`src/rtl/midway8080_vram_arbiter.sv`:
```
// ---------------------------------------------------------------------------
// midway8080_vram_arbiter
//
// Shares the single-port 7 KB Midway 8080 video RAM between the 8080 CPU bus
// and the video fetch path.
//   - During active scan, video wins contention. The CPU wins once it has
//     waited CPU_MAX_WAIT cycles, which bounds CPU starvation.
//   - During blanking, the CPU always wins contention.
//   - Read data comes back one cycle after the grant, on the port of the
//     requester that owned that RAM cycle.
//
// Ports
//   clk, reset              system clock, synchronous active-high reset
//   vid_active              1 = active scan, 0 = blanking
//   vid_req/vid_addr        video read request, {column[7:0], byte[4:0]}
//   vid_gnt                 video request accepted this cycle
//   vid_rdata_valid/_rdata  video read return (cycle after vid_gnt)
//   cpu_req/_we/_addr/_wdata  CPU request, 16-bit 8080 byte address
//   cpu_gnt                 CPU request accepted this cycle
//   cpu_rdata_valid/_rdata  CPU read return (cycle after a read grant)
//   ram_addr/_we/_wdata     shared RAM controls, sampled at the end of the cycle
//   ram_rdata               shared RAM read data, one-cycle synchronous latency
// ---------------------------------------------------------------------------
module midway8080_vram_arbiter #(
    parameter logic [15:0] VRAM_BASE    = 16'h2400,
    parameter int          VRAM_BYTES   = 7168,
    parameter int          CPU_MAX_WAIT = 4
) (
    input  logic        clk,
    input  logic        reset,
    input  logic        vid_active,
    // video fetch port
    input  logic        vid_req,
    input  logic [12:0] vid_addr,
    output logic        vid_gnt,
    output logic        vid_rdata_valid,
    output logic [7:0]  vid_rdata,
    // CPU port
    input  logic        cpu_req,
    input  logic        cpu_we,
    input  logic [15:0] cpu_addr,
    input  logic [7:0]  cpu_wdata,
    output logic        cpu_gnt,
    output logic        cpu_rdata_valid,
    output logic [7:0]  cpu_rdata,
    // shared RAM
    output logic [12:0] ram_addr,
    output logic        ram_we,
    output logic [7:0]  ram_wdata,
    input  logic [7:0]  ram_rdata
);

    // CPU window bounds are compared in 17 bits so that the end address of a
    // window reaching the top of the 64 KB space cannot wrap.
    localparam logic [16:0] WIN_LO    = 17'(VRAM_BASE);
    localparam logic [16:0] WIN_HI    = 17'(VRAM_BASE) + 17'(VRAM_BYTES);
    localparam logic [13:0] VID_LIMIT = 14'(VRAM_BYTES);
    localparam logic [3:0]  MAX_WAIT  = 4'(CPU_MAX_WAIT);
    localparam logic [3:0]  WAIT_SAT  = 4'hF;

    // Owner of the RAM cycle granted last cycle. This selects which return
    // port pulses valid and whether it carries RAM data or a forced zero.
    typedef enum logic [2:0] {
        RET_NONE,
        RET_VID,
        RET_CPU,
        RET_ZERO_VID,
        RET_ZERO_CPU
    } ret_state_e;

    typedef struct packed {
        logic vid;
        logic cpu;
    } gnt_t;

    typedef struct packed {
        logic [12:0] addr;
        logic        we;
        logic [7:0]  wdata;
    } ram_ctl_t;

    ret_state_e  ret_state_q, ret_state_d;
    logic [3:0]  wait_cnt_q, wait_cnt_d;
    logic [12:0] ram_addr_q, ram_addr_d;

    gnt_t        gnt;
    ram_ctl_t    ram_ctl;
    logic        cpu_wins;
    logic        cpu_in_win;
    logic [12:0] cpu_off;
    logic        vid_in_range;

    // ------------------------------------------------------------------
    // Address decode
    // ------------------------------------------------------------------
    always_comb begin
        cpu_in_win   = ({1'b0, cpu_addr} >= WIN_LO) && ({1'b0, cpu_addr} < WIN_HI);
        // Only the low 13 bits of the offset reach the RAM. Subtracting in
        // 13 bits gives the same result as taking off[12:0] of a full
        // 16-bit subtraction.
        cpu_off      = cpu_addr[12:0] - VRAM_BASE[12:0];
        // Columns 224..255 lie beyond the RAM. They are granted but not fetched.
        vid_in_range = ({1'b0, vid_addr} < VID_LIMIT);
    end

    // ------------------------------------------------------------------
    // Arbitration
    // ------------------------------------------------------------------
    always_comb begin
        // During active scan the CPU wins only after its starvation bound.
        // During blanking the CPU always wins.
        cpu_wins = cpu_req &&
                   (!vid_req || !vid_active || (wait_cnt_q >= MAX_WAIT));
        gnt.cpu  = !reset && cpu_wins;
        gnt.vid  = !reset && vid_req && !cpu_wins;
    end

    // The wait counter measures consecutive cycles in which a pending CPU
    // request lost arbitration. It saturates rather than wrapping.
    always_comb begin
        wait_cnt_d = wait_cnt_q;
        if (!cpu_req || gnt.cpu) begin
            wait_cnt_d = 4'd0;
        end else if (wait_cnt_q != WAIT_SAT) begin
            wait_cnt_d = wait_cnt_q + 4'd1;
        end
    end

    // ------------------------------------------------------------------
    // RAM controls and return bookkeeping
    // ------------------------------------------------------------------
    always_comb begin
        // Idle cycles and grants without a RAM access keep the previous
        // address on the RAM bus.
        ram_addr_d    = ram_addr_q;
        ram_ctl.we    = 1'b0;
        ram_ctl.wdata = 8'h00;
        ret_state_d   = RET_NONE;

        if (gnt.cpu) begin
            if (cpu_in_win) begin
                ram_addr_d = cpu_off;
                if (cpu_we) begin
                    ram_ctl.we    = 1'b1;
                    ram_ctl.wdata = cpu_wdata;
                end else begin
                    ret_state_d = RET_CPU;
                end
            end else if (!cpu_we) begin
                // A read outside the window still completes and returns zero.
                // A write outside the window is accepted and dropped.
                ret_state_d = RET_ZERO_CPU;
            end
        end else if (gnt.vid) begin
            if (vid_in_range) begin
                ram_addr_d  = vid_addr;
                ret_state_d = RET_VID;
            end else begin
                ret_state_d = RET_ZERO_VID;
            end
        end

        ram_ctl.addr = reset ? 13'd0 : ram_addr_d;
    end

    // ------------------------------------------------------------------
    // State
    // ------------------------------------------------------------------
    always_ff @(posedge clk) begin
        if (reset) begin
            ret_state_q <= RET_NONE;
            wait_cnt_q  <= 4'd0;
            ram_addr_q  <= 13'd0;
        end else begin
            ret_state_q <= ret_state_d;
            wait_cnt_q  <= wait_cnt_d;
            ram_addr_q  <= ram_addr_d;
        end
    end

    // ------------------------------------------------------------------
    // Outputs
    // ------------------------------------------------------------------
    assign vid_gnt   = gnt.vid;
    assign cpu_gnt   = gnt.cpu;
    assign ram_addr  = ram_ctl.addr;
    assign ram_we    = ram_ctl.we;
    assign ram_wdata = ram_ctl.wdata;

    // Returns are decoded from last cycle's owner. They are also gated by
    // reset, so a read that was in flight when reset arrived produces no
    // pulse.
    always_comb begin
        vid_rdata_valid = 1'b0;
        vid_rdata       = 8'h00;
        cpu_rdata_valid = 1'b0;
        cpu_rdata       = 8'h00;
        if (!reset) begin
            case (ret_state_q)
                RET_VID: begin
                    vid_rdata_valid = 1'b1;
                    vid_rdata       = ram_rdata;
                end
                RET_ZERO_VID: vid_rdata_valid = 1'b1;
                RET_CPU: begin
                    cpu_rdata_valid = 1'b1;
                    cpu_rdata       = ram_rdata;
                end
                RET_ZERO_CPU: cpu_rdata_valid = 1'b1;
                default: ;
            endcase
        end
    end

endmodule
```
`config.mk`:
```
export PLATFORM = sky130hd
export DESIGN_NAME = midway8080_vram_arbiter
export DESIGN_NICKNAME = d
export VERILOG_FILES = /design/src/rtl/midway8080_vram_arbiter.sv
export SDC_FILE = /design/constraint.sdc
export NUM_CORES = 1
export LEC_CHECK = 0
export ABC_AREA = 1
export CORE_MARGIN = 3
export CORE_UTILIZATION = 35
export DETAILED_ROUTE_END_ITERATION = 8
export PLACE_DENSITY = 0.78
export SLEW_MARGIN = 25
export SYNTH_ARGS = -nofsm -noshare
export SYNTH_HDL_FRONTEND = slang
export SYNTH_SLANG_ARGS = --single-unit
```
`constraint.sdc`:
```
create_clock -name clk -period 2.2 [get_ports clk]
set_input_delay 0.44 -clock clk [delete_from_list [all_inputs] [get_ports clk]]
set_output_delay 0.44 -clock clk [all_outputs]
set_load 0.03 [all_outputs]
```
# Yosys cells after proc, flatten, opt, wreduce, memory -nomap -nowiden
# Index checks and enable logic that the tools add are counted.
[word_totals] regBits=20 latchBits=0 mem_bits_rw=0 rom_bits=0 input_bits=51 output_inout_bits=42 elab_cells=52 mem_count=0
[classes] n_addsub=2 n_mul=0 div_mod_pow=0 order_cmp=4 n_eq_ne=5 shift=0 mux=22 bitwise=0 reduce_logical=16
[ops] op="2-to-1 mux 13 bit" count=5
[ops] op="2-to-1 mux 8 bit" count=4
[ops] op="2-to-1 mux 9 bit" count=3
[ops] op=">= comparator 16 x 14 -> 1 bit (second input constant)" count=1
[ops] op="< comparator 16 x 15 -> 1 bit (second input constant)" count=1
[ops] op="< comparator 13 bit (second input constant)" count=1
[ops] op="subtractor 13 x 11 -> 13 bit (second input constant)" count=1
[ops] op="2-to-1 mux 3 bit" count=3
[ops] op="equality test 3 x 2 -> 1 bit (second input constant)" count=2
[ops] op="2-to-1 mux 2 bit" count=3
[ops] op="OR reduction 2 bit" count=3
[ops] op="logical AND 1 bit" count=5
[ops] op="logical NOT 1 bit" count=5
[ops] op="adder 4 x 1 -> 4 bit (second input constant)" count=1
[ops] op=">= comparator 4 x 3 -> 1 bit (second input constant)" count=1
[ops] op="2-to-1 mux 1 bit" count=4
[ops] op="!= test 4 bit (second input constant)" count=1
[ops] op="equality test 3 x 1 -> 1 bit (second input constant)" count=1
[ops] op="equality test 3 bit (second input constant)" count=1
[ops] op="logical OR 1 bit" count=3

# Longest topological paths before layout
[depth] ltp_word=9 depth_mapped=11

# Worst setup path before layout
# OpenSTA, ideal clock, no wires.
[synth_timing] path_type="input to output" startpoint="in cpu_addr[11]" endpoint="out ram_addr[10]" t_arrival_ns=1.845 t_required_ns=1.760 setup_slack_ns=-0.085 path_stages=10 path_cell_list="inv_1 > ha_1 > nand2_1 > nor2_1 > nand2_1 > nand2_2 > nand2_4 > inv_2 > nor2_1 > o21ai_0"
[synth_via] elab_chain_len=5 word_cells_on_any_way=6 cone_classes="2 x order compare; 3 x mux; 1 x reduce/logical"
[synth_rtl] item="start, declared" line="41" rtl="input logic [15:0] cpu_addr,"
[synth_rtl] item=">= comparator 16 x 14 -> 1 bit / < comparator 16 x 15 -> 1 bit (equally long branches)" line="97" rtl="cpu_in_win = ({1'b0, cpu_addr} >= WIN_LO) && ({1'b0, cpu_addr} < WIN_HI);"
[synth_rtl] item="logical AND 1 bit (*)" line="97"
[synth_rtl] item="2-to-1 mux 13 bit (*)" line="141" rtl="if (cpu_in_win) begin"
[synth_rtl] item="2-to-1 mux 13 bit (*)" line="140" rtl="if (gnt.cpu) begin"
[synth_rtl] item="2-to-1 mux 13 bit (*)" line="163" rtl="ram_ctl.addr = reset ? 13'd0 : ram_addr_d;"
[synth_rtl] item="end, declared" line="47" rtl="output logic [12:0] ram_addr,"
# Mark *: on every way between the ends. The rest lies on a longest branch, timed or not.

# Final worst setup path
[layout_timing] startpoint="in reset" endpoint="out ram_addr[3]"
[layout_via] elab_chain_len=6 word_cells_on_any_way=7 cone_classes="3 x mux; 4 x reduce/logical"
[layout_rtl] item="start, declared" line="30" rtl="input logic reset,"
[layout_rtl] item="logical NOT 1 bit"
[layout_rtl] item="logical AND 1 bit (2 in series)" line="115" rtl="gnt.vid = !reset && vid_req && !cpu_wins;"
[layout_rtl] item="2-to-1 mux 13 bit" line="154" rtl="end else if (gnt.vid) begin"
[layout_rtl] item="2-to-1 mux 13 bit" line="140"
[layout_rtl] item="2-to-1 mux 13 bit (*)" line="163"
# Marks and branches as above.

==> metrics <==
Die W=70.1 um; Setup crit end kind=output port; Worst Hold Launch=cpu_addr[5]; fmax=0.447 GHz; Setup WS pre-CTS=-0.292 ns; count of antenna diodes in the layout=0; run status=finished with violations; power per cell area=387 mW/mm^2; crit path max fanout=10; CTS Hold Bufs=0; power share of the clock group=26.4%; DR vias=1958; clock sinks=20; number of DRC markers in iteration 0=95; Synth Area in Compound Gates=15.5%; Clock Skew=0.00368 ns; failing checks=setup timing; initial antenna violation count=0; CP arrival=1.80 ns; RePlAce Congestion=0.738; Period minus WS final=2.24 ns; Hold Path Sink=ram_addr_q[5]; # IOs=93; Ys Warns=0; Tcrit/Tclk final=102%; Clock Latency Late Sink=0.26 ns; Synth Net Count=279; critical path class=in2out; gr usage total=21.6%; Hold WC Path Type=in2reg; Core Area=0.00380 sq mm; largest family of logic cells by synthesized area=simple AND/OR/NAND/NOR gates; Die ar.=0.00492 sq mm; CTS tree=done; simple-gate share of the synthesized area=34.4%; GR Overflow Total=0; total clock buffers created by CTS=3; R2R Path End=ram_addr_q[9]; DRT Pass-1 Iters=4; Pins Over Slew Limit=0; Peak supply drop=0.278 mV; multiplexer share of the synthesized area=0%; Critical Path, Cell by Cell=dlygate4sd2_1 > buf_4 > inv_1 > nand2_1 > inv_2 > o211ai_1 > nand2_1 > buf_6; clock root cell=clkbuf_8; DR WL/cell=13.9 um; post-synthesis sequential area ratio=27.8%; Comb pwr share=37.7%; fin nets=416; net switching fraction of the power=31.8%; row cnt=22; largest net degree at the start of global routing=17; type of origin of the critical path=primary input; crit-path most repeated cell=nand2_1; unrepaired setup endpoints after global routing=true; Final Worst Setup Slack=-0.0354 ns; DRC violations left=0; clock slew at reported path FFs=0.08 ns; via count of the first global-routing pass=1867; syn avg cell area=6.40 sq um; number of max-cap violations=0; CTS H-Tree Depth=1; chip height=70.1 um; antenna-violating nets left=0; Reg2Reg Depth=11; Post-Synth XOR/XNOR Area=1.82%; Pint=748 uW; Tot Pwr=1.10 mW; CTS max path bufs=2; switching power=348 uW; R2R Setup Slk=0.58 ns; DP Wirelength=3.56 mm; first-pass GRT wire length=8.68 mm; Flop pwr share=36.0%; initial cell density of the core=37.9%; layout cells sized above 1=41.3%; adder-cell share of the synthesized area=2.61%; CP max-delay cell=dlygate4sd2_1; Hold Violations, Final=0; post-synthesis cell count=225; mapped cell area=0.00144 sq mm; crit-path max cell delay=0.28 ns; Netlist cell types=29; Leak=1.47 nW; Syn-to-layout area delta=96.5%; hold path depth=3; final setup vio count=1; port bufs=92; vias per cell=4.79; final wirelength=5.70 mm; reg2reg start=wait_cnt_q[3]; Seq cells post-synth=20; CP required=1.76 ns
==> stage by stage <==
stage                     hold slack (ns)  instance area, sq um  TNS [ns]  utilization (%)  instances
final                               0.473                  2830   -0.0354             74.5        409
after global routing                0.492                  2830    -0.710             74.5        409
after CTS                           0.503                  2820    -0.174             74.3        406
after detailed placement            0.492                  2500     -5.53             65.9        387
after global placement              0.481                  2500     -4.76             65.9        387
after floorplan                     0.468                  1440         0                -        225
==> cell families (layout without fill, tap and decap cells) <==
logic type / after synthesis / count (layout)
adders and majority gates: 3 / 3
other: 1 / 1
DFF: 20 / 20
AOI/OAI and AO/OA: 31 / 31
buffers and inverters: 60 / 195
xor gates and xnor gates: 3 / 3
and+or+nand+nor: 107 / 108
==> per-layer routing <==
layer | wire length, um | GRT usage [%] | vias up
met5 | 0 | 0 | -
met4 | 227 | 8.51 | 0
met3 | 194 | 2.88 | 16
met2 | 3080 | 40.4 | 55
met1 | 2200 | 24.4 | 913
li1 | - | - | 974
==> worst max-delay path by stage <==
stage,end,cells past startpoint,from
6_report,ram_addr[3],8,reset
5_1_grt,ram_addr[3],8,reset
4_1_cts,ram_addr[9],11,wait_cnt_q[3]
3_5_place_dp,ram_addr[0],11,cpu_addr[10]
3_3_place_gp,ram_addr[0],11,cpu_addr[10]
2_1_floorplan,ram_addr[10],10,cpu_addr[11]
==> sequential cells by signal, indices dropped and copies added, names as in the netlist <==
register and cells:
ram_addr_q 13, wait_cnt_q 4, ret_state_q 3
==> cell usage in the layout (no fill, tap or decap), types with 8 or more instances in the layout <==
cell,synthesis,layout
nor2_1,28,20
nor3_1,18,18
nand2_2,1,8
dlygate4sd2_1,0,8
o211ai_1,16,16
dfxtp_1,20,18
nand2_1,43,35
inv_1,50,46
buf_6,3,18
clkdlybuf4s50_1,0,27
buf_4,1,71
==> power groups by stage <==
stage	sequential [mW]	combinational [mW]	clock (mW)
2_1_floorplan	0.400	0.163	0
3_3_place_gp	0.401	0.346	0
3_5_place_dp	0.402	0.350	0
4_1_cts	0.393	0.394	0.292
5_1_grt	0.396	0.444	0.305
6_report	0.394	0.413	0.289
==> critical path: cells and delay by family <==
family	cells	cell delay, ns
compound gates	1	0.15
buf+inv	5	0.91
simple gates	2	0.30
==> timing repair <==
action,4_1_cts,5_1_grt
gates cloned,4,0
setup buffers,11,6
gates resized for setup,85,37
endpoints found under the setup margin,22,22
pin swaps,33,33
==> synth_stat cells <==
cell type | count | area (sq um)
inv_2 | 3 | 11.3
nor3b_1 | 1 | 7.51
nand3_4 | 1 | 17.5
conb_1 | 1 | 3.75
o211ai_2 | 2 | 25.0
nand3_2 | 1 | 10.0
nor3_1 | 18 | 90.1
nor2_4 | 2 | 22.5
xnor2_1 | 2 | 17.5
nand3_1 | 8 | 40.0
nand4_1 | 1 | 6.26
or2_1 | 1 | 6.26
xor2_1 | 1 | 8.76
clkbuf_1 | 1 | 3.75
o211ai_1 | 16 | 120
buf_6 | 3 | 33.8
nor2_1 | 28 | 105
o21ai_4 | 1 | 16.3
ha_1 | 3 | 37.5
nand2_4 | 2 | 22.5
dfxtp_1 | 20 | 400
a21oi_1 | 2 | 10.0
inv_1 | 50 | 188
nand2_1 | 43 | 161
o21ai_0 | 9 | 45.0
nand2_2 | 1 | 6.26
buf_4 | 1 | 7.51
buf_2 | 2 | 10.0
o22ai_1 | 1 | 6.26
==> cell type report <==
| cell class | count | area [sq um] |
|---|---|---|
| Sequential cell | 20 | 403 |
| Clock buffer | 4 | 55.1 |
| Tap cell | 48 | 60.1 |
| Inverter | 53 | 204 |
| Fill cell | 291 | 968 |
| Multi-Input combinational cell | 146 | 913 |
| Timing Repair Buffer | 138 | 1190 |
Power figures use the tool's default switching activity.
